<file path="src/rtl/io_port_unit.sv">
// Memory-mapped I/O for the single-cycle MIPS core: N output channels, a debounced
// confirm button and a halt/capture FSM that stalls the PC while an IN waits for it.
module io_port_unit #(
  parameter int                DATA_W   = 32,
  parameter int                SW_W     = 16,
  parameter int                N_OUT    = 4,
  parameter int                ADDR_W   = 10,
  parameter logic [ADDR_W-1:0] IO_BASE  = 10'h3F0,
  parameter int                DEB_CYC  = 4,
  parameter int                SIGN_EXT = 1,
  localparam int               SEL_W    = (N_OUT > 1) ? $clog2(N_OUT) : 1
) (
  input  logic              clk,
  input  logic              rst,
  input  logic              in_req,
  input  logic [SW_W-1:0]   switches,
  input  logic              btn,
  input  logic [ADDR_W-1:0] addr,
  input  logic [DATA_W-1:0] wdata,
  input  logic              mem_write,
  input  logic [SEL_W-1:0]  disp_sel,
  output logic              halt,
  output logic [DATA_W-1:0] in_data,
  output logic              in_valid,
  output logic              dm_we,
  output logic [N_OUT-1:0]  out_strobe,
  output logic [DATA_W-1:0] disp_data,
  output logic [3:0]        last_ch,
  output logic [1:0]        dbg_state
);

  localparam logic [1:0] S_IDLE = 2'd0;
  localparam logic [1:0] S_WAIT = 2'd1;
  localparam logic [1:0] S_CAPT = 2'd2;

  localparam int               CNT_W    = $clog2(DEB_CYC + 1);
  localparam logic [CNT_W-1:0] DEB_LAST = CNT_W'(DEB_CYC - 1);

  logic             sync1, sync2, btn_db, btn_db_d, press;
  logic [CNT_W-1:0] deb_cnt;

  // btn_db only follows the synchronised level after DEB_CYC consecutive disagreeing cycles.
  always_ff @(posedge clk or posedge rst) begin
    if (rst) begin
      sync1    <= 1'b0;
      sync2    <= 1'b0;
      btn_db   <= 1'b0;
      btn_db_d <= 1'b0;
      deb_cnt  <= '0;
    end else begin
      sync1    <= btn;
      sync2    <= sync1;
      btn_db_d <= btn_db;
      if (sync2 != btn_db) begin
        if (deb_cnt == DEB_LAST) begin
          btn_db  <= sync2;
          deb_cnt <= '0;
        end else begin
          deb_cnt <= deb_cnt + 1'b1;
        end
      end else begin
        deb_cnt <= '0;
      end
    end
  end

  assign press = btn_db & ~btn_db_d;

  logic [1:0]        state, state_nxt;
  logic [DATA_W-1:0] ext_sw;

  always_comb begin
    ext_sw             = {DATA_W{(SIGN_EXT != 0) && switches[SW_W-1]}};
    ext_sw[SW_W-1:0]   = switches;
  end

  always_comb begin
    state_nxt = state;
    case (state)
      S_IDLE:  if (in_req) state_nxt = S_WAIT;
      S_WAIT:  if (press)  state_nxt = S_CAPT;
      S_CAPT:  state_nxt = S_IDLE;
      default: state_nxt = S_IDLE;
    endcase
  end

  always_ff @(posedge clk or posedge rst) begin
    if (rst) begin
      state   <= S_IDLE;
      in_data <= '0;
    end else begin
      state <= state_nxt;
      if (state == S_WAIT && press) in_data <= ext_sw;
    end
  end

  // halt is combinational so the PC stalls in the very cycle the IN is decoded.
  assign halt      = ~rst & (((state == S_IDLE) & in_req) | (state == S_WAIT));
  assign in_valid  = (state == S_CAPT);
  assign dbg_state = state;

  logic [DATA_W-1:0] out_reg [N_OUT];
  logic [ADDR_W-1:0] offset;
  logic              hit;
  logic [3:0]        ch;

  // Unsigned wrap makes addresses below IO_BASE land far outside the window.
  assign offset = addr - IO_BASE;
  assign hit    = mem_write && (offset < ADDR_W'(N_OUT));
  assign ch     = offset[3:0];
  assign dm_we  = mem_write & ~hit;

  always_ff @(posedge clk or posedge rst) begin
    if (rst) begin
      for (int k = 0; k < N_OUT; k++) out_reg[k] <= '0;
      out_strobe <= '0;
      last_ch    <= '0;
    end else begin
      out_strobe <= '0;
      if (hit) begin
        last_ch <= ch;
        for (int k = 0; k < N_OUT; k++) begin
          if (ch == 4'(k)) begin
            out_reg[k]    <= wdata;
            out_strobe[k] <= 1'b1;
          end
        end
      end
    end
  end

  always_comb begin
    disp_data = '0;
    if (int'(disp_sel) < N_OUT) disp_data = out_reg[disp_sel];
  end

endmodule

</file>
<file path="config.mk">
export PLATFORM = sky130hd
export DESIGN_NAME = io_port_unit
export DESIGN_NICKNAME = d
export VERILOG_FILES = /design/src/rtl/io_port_unit.sv
export SDC_FILE = /design/constraint.sdc
export NUM_CORES = 1
export LEC_CHECK = 0
export BUFFER_PORTS_ARGS = -buffer_cell sky130_fd_sc_hd__buf_2
export CORE_AREA = 5 5 147 149
export CTS_CLUSTER_DIAMETER = 100
export DETAILED_ROUTE_END_ITERATION = 6
export DIE_AREA = 0 0 152 154
export MAX_ROUTING_LAYER = met4
export PLACE_DENSITY_LB_ADDON = 0.15
export SETUP_SLACK_MARGIN = 0.02
export SLEW_MARGIN = 10
export SYNTH_ARGS = -nofsm -noshare
export SYNTH_HDL_FRONTEND = slang
export SYNTH_SLANG_ARGS = --single-unit
</file>
<file path="constraint.sdc">
create_clock -name clk -period 5.25 [get_ports clk]
set_input_delay 0.525 -clock clk [delete_from_list [all_inputs] [get_ports clk]]
set_output_delay 0.525 -clock clk [all_outputs]
set_load 0.1 [all_outputs]
</file>
# Yosys cells after proc, flatten, opt, wreduce, memory -nomap -nowiden
# Cells that the tools add are included.
classes:
  n_lt_le_gt_ge: 2
  add_sub_neg: 2
  muxes: 13
  n_eq_ne: 9
  n_bitwise: 9
  n_reduce_logical: 10
ops:
  columns: ["cell", "n"]
  rows:
  - ["$bmux 32 s2", 1]
  - ["$mux 32", 2]
  - ["$reduce_and 2->1", 6]
  - ["$lt 10x3->1 const B", 1]
  - ["$sub 10x10->10 const B", 1]
  - ["$eq 4x2->1 const B", 2]
  - ["$mux 3", 2]
  - ["$and 1x1->1", 4]
  - ["$eq 4x1->1 const B", 1]
  - ["$logic_not 4->1", 1]
  - ["$mux 1", 4]
  - ["$mux 2", 2]
  - ["$mux 4", 1]
  - ["$ne 2x2->1 const B", 2]
  - ["$pmux 2 s2", 1]
  - ["$add 3x1->3 const B", 1]
  - ["$eq 3x2->1 const B", 1]
  - ["$ge 3x3->1 const B", 1]
  - ["$not 1->1", 3]
  - ["$not 2->3", 1]
  - ["$eq 2x1->1 const B", 1]
  - ["$eq 2x2->1 const B", 1]
  - ["$logic_and 1x1->1", 2]
  - ["$logic_not 2->1", 1]
  - ["other kinds (2)", 2]
word_totals:
  out_inout_bits: 77
  regBits: 161
  word_cells: 58
  input_bits: 65

# Depth between registers and ports, before layout
logic_depth:
  word_depth: 5
  mapped_depth: 6
  ltp_nobuf: 3

# Worst setup path after synthesis
# No wires, ideal clock.
synth_timing:
  kind: "reg2out"
  from: "register state[0], in the netlist dbg_state[0]"
  to: "output port halt"
  required_time_ps: 4725
  path_buffers: 0
  path_slack_ps: 2312
  path_stages_with_launch: 3
  t_arrival_ps: 2413
  cell_sequence: "dfrtp_1 -> o21bai_1 -> nor2_1"
synth_via:
  elab_chain_cells: 4
  word_cells_on_any_way: 5
  classes_between: "eq/ne (1); bitwise (3); reduce/logical (1)"
synth_rtl:
  columns: ["item", "line", "rtl"]
  rows:
  - ["from (decl)", "69", "logic [1:0] state, state_nxt;"]
  - ["from (signal assigned)", "92", "state <= state_nxt;"]
  - ["$logic_not 2->1", "98", "assign halt = ~rst & (((state == S_IDLE) & in_req) | (state == S_WAIT));"]
  - ["$and 1x1->1", "98", null]
  - ["$or 1x1->1 (*)", "98", null]
  - ["$and 1x1->1 (*)", "98", null]
  - ["to (decl)", "22", "output logic halt,"]
# Every way passes the cells marked *; elsewhere a longest branch is shown, timed or not.

# Final worst setup path
layout_timing:
  from: "input port disp_sel[0]"
  to: "output port disp_data[3]"
layout_via:
  elab_chain_cells: 4
layout_rtl:
  columns: ["item", "line", "rtl"]
  rows:
  - ["from (decl)", "21", "input logic [SEL_W-1:0] disp_sel,"]
  - ["$not 2->3 (not written as such)", "134", "if (int'(disp_sel) < N_OUT) disp_data = out_reg[disp_sel];"]
  - ["$bmux 32 s2", "134", null]
  - ["$mux 32 (not written as such) (2 in a row)", "134", null]
  - ["to (decl)", "27", "output logic [DATA_W-1:0] disp_data,"]
# Every way passes these cells. The select of a mux whose other input is x is not followed.

==> out/metrics.cfg <==
[run]
drv_cap = 0

[clocking]
ctsResizeCount = 0
cts_sinks = 161
path_clk_slew_ps = 60
clockBufferDepth = 2
root_buffer = clkbuf_16
numCtsBuffers = 17
cts_setup_buffers = 0
clk_latency_ps = 410
cts_max_level = 4
cts_tree = built
postCtsHoldBufs = 0

[yosys]
synthCells = 410
ys_types = 27
syn-num-nets = 476
yosysSeqAreaShare_pct = 57.9
synthTopCellsByArea = dfrtp_1 (58%), mux2_2 (18%), mux4_2 (10%)
ys_ff_latch = 161
netlist_area_mm2 = 0.00695
yosys_warnings = 0
synth_top_cell_area_share_pct = 57.9
yosys.area.top_type = dfrtp_1
postSynthAreaPerCell_um2 = 17.0

[route]
drc = 0
top_layer_used = met4
vias = 3925
wl_met2_mm = 7.32
wl_met1_mm = 6.86
drtIter0Drc = 116
vias_per_cell = 4.76
first_pass_iters = 3
ant_nets = 0
wl_mm = 15.1
dr_wl_met3_um = 795
drt-wirelength-per-cell_um = 18.3

[sta]
slew_viol_final = 0
setup_viol = 0
min_period_ps = 3010
finalHoldViolCount = 0
grt_setup_unrepaired = no
fin_crit_sh_pct = 57.4
setup-tns-final_ps = 0
tightest_slew_ps = 969
clock.fmax_mhz = 332
clock_skew_ps = 4.12
slew_headroom_pct = 35.4

[critical_path]
cp.required_ps = 4720
worstSetupPathType = in2out
worst_setup_path_end_kind = primary output
arrival_ps = 2490
r2r_start = btn_db
crit_start = disp_sel[0]
r2r_cells = 4
crit_end = disp_data[3]
r2r-end = in_data[6]
start_kind = input port
path_max_fanout = 20
r2r_slack_ps = 3620

[final_layout]
largest_reg_flops = 128
final_nets = 606
multi_input_area_mm2 = 0.00267
syn_to_final_growth_pct = 20.8
final-seq-area_mm2 = 0.00403
fillers = 1875
drive_gt1_share_pct = 63.7

[power]
power.density_mw_per_mm2 = 488
leakage_nw = 4.35
p_total_mw = 4.10
vdd_drop_max_v = 0.000396

[global_route]
grt_max_degree = 62
grt_usage_pct = 13.9
grt_pass1_wl_mm = 25.3
overflow = 0
antenna_found_initial = 1
grt_pass1_vias = 4465

[hold_path]
hold_path_class = in2async

[placed_design]
io_buffers = 141
dp_hpwl_mm = 9.86
gp_congestion = 0.751

[floorplan]
die_area_mm2 = 0.0234
row_count = 52
coreArea_mm2 = 0.0200
initial_core_util_pct = 34.7
die_y_um = 154
ios = 142
die_w_um = 152

[outcome]
outcome = complete, no violations

[layout make-up]
| cell class | count | share of cell area, % |
|---|---|---|
| Clock buffer | 19 | 5.39 |
| Clock inverter | 13 | 1.50 |
| Tap cell | 270 | 4.02 |
| Antenna cell | 1 | 0.0298 |
| Timing Repair Buffer | 149 | 9.12 |
| Inverter | 2 | 0.149 |
| Sequential cell | 161 | 48.0 |
| Multi-Input combinational cell | 209 | 31.8 |
[layer usage]
metal,GRT usage [%],vias up
met5,-,-
met4,3.34,0
met3,4.02,6
met2,21.8,112
met1,18.0,2056
li1,-,1751
[critical path, stage by stage]
cell,delay (ps)
buf_2,600
buf_4,430
mux4_2,590
buf_2,320
[cells by family after synthesis]
| family | Yosys count | share of synthesized area, % |
|---|---|---|
| mux | 179 | 35.2 |
| flops | 161 | 57.9 |
| buf+inv | 40 | 3.65 |
| simple gates | 27 | 2.79 |
| compound gates | 1 | 0.108 |
| xor+xnor | 1 | 0.126 |
| fa+ha+maj | 1 | 0.180 |
[per-stage QoR]
step	util (%)	hold WS, ps	worst slack (ps)	area (µm²)	instances
after global routing	41.9	125	2040	8400	824
after CTS	41.9	105	2150	8400	823
after floorplan	-	331	377	6950	410
after global placement	39.0	335	2160	7820	791
after detailed placement	39.0	337	2150	7820	791
final	41.9	109	2240	8400	824
[cells in the mapped netlist]
master and count:
and3b_1 2, xnor2_1 1, mux2_4 19, nor3_2 1, o21bai_1 1, buf_2 14, nor3b_1 2, buf_6 3
nand2_1 1, nand2b_1 1, and3_1 3, and4bb_2 1, nor2_1 4, mux2_2 113, buf_4 17, dfrtp_1 161
buf_1 1, ha_1 1, nand4_2 3, and4_1 1, inv_1 2, mux4_2 32, nor2b_1 3, and2_1 4
clkbuf_1 3, nand3_1 1, mux2_1 15
[how the worst min path moves through the flow]
stage               start          to  slack, ps  cells past startpoint
global placement    sync1       sync2        340                      0
global route          rst  in_data[8]        120                      2
detailed placement  sync1       sync2        340                      0
CTS                   rst  in_data[8]        100                      2
floorplan           sync1       sync2        330                      0
finish                rst  in_data[8]        110                      2
[cells in the final DEF, fill, tap and decap left out, types with 3 or more instances in the layout]
master / netlist / routed
nor2b_1: 3 / 3
and2_1: 4 / 4
mux4_2: 32 / 32
clkbuf_16: 0 / 17
dfrtp_1: 161 / 161
clkinvlp_4: 0 / 3
mux2_1: 15 / 15
nor2_1: 4 / 4
mux2_4: 19 / 19
nand4_2: 3 / 3
inv_6: 0 / 5
buf_2: 14 / 141
buf_4: 17 / 8
mux2_2: 113 / 113
[where the power goes]
group	switching, mW	internal [mW]	leakage [nW]	total (mW)
combinational	1.25	0.239	1.88	1.49
clock	0.522	0.688	0.279	1.21
sequential	0.0635	1.34	2.20	1.41
Power figures use the tool's default switching activity.
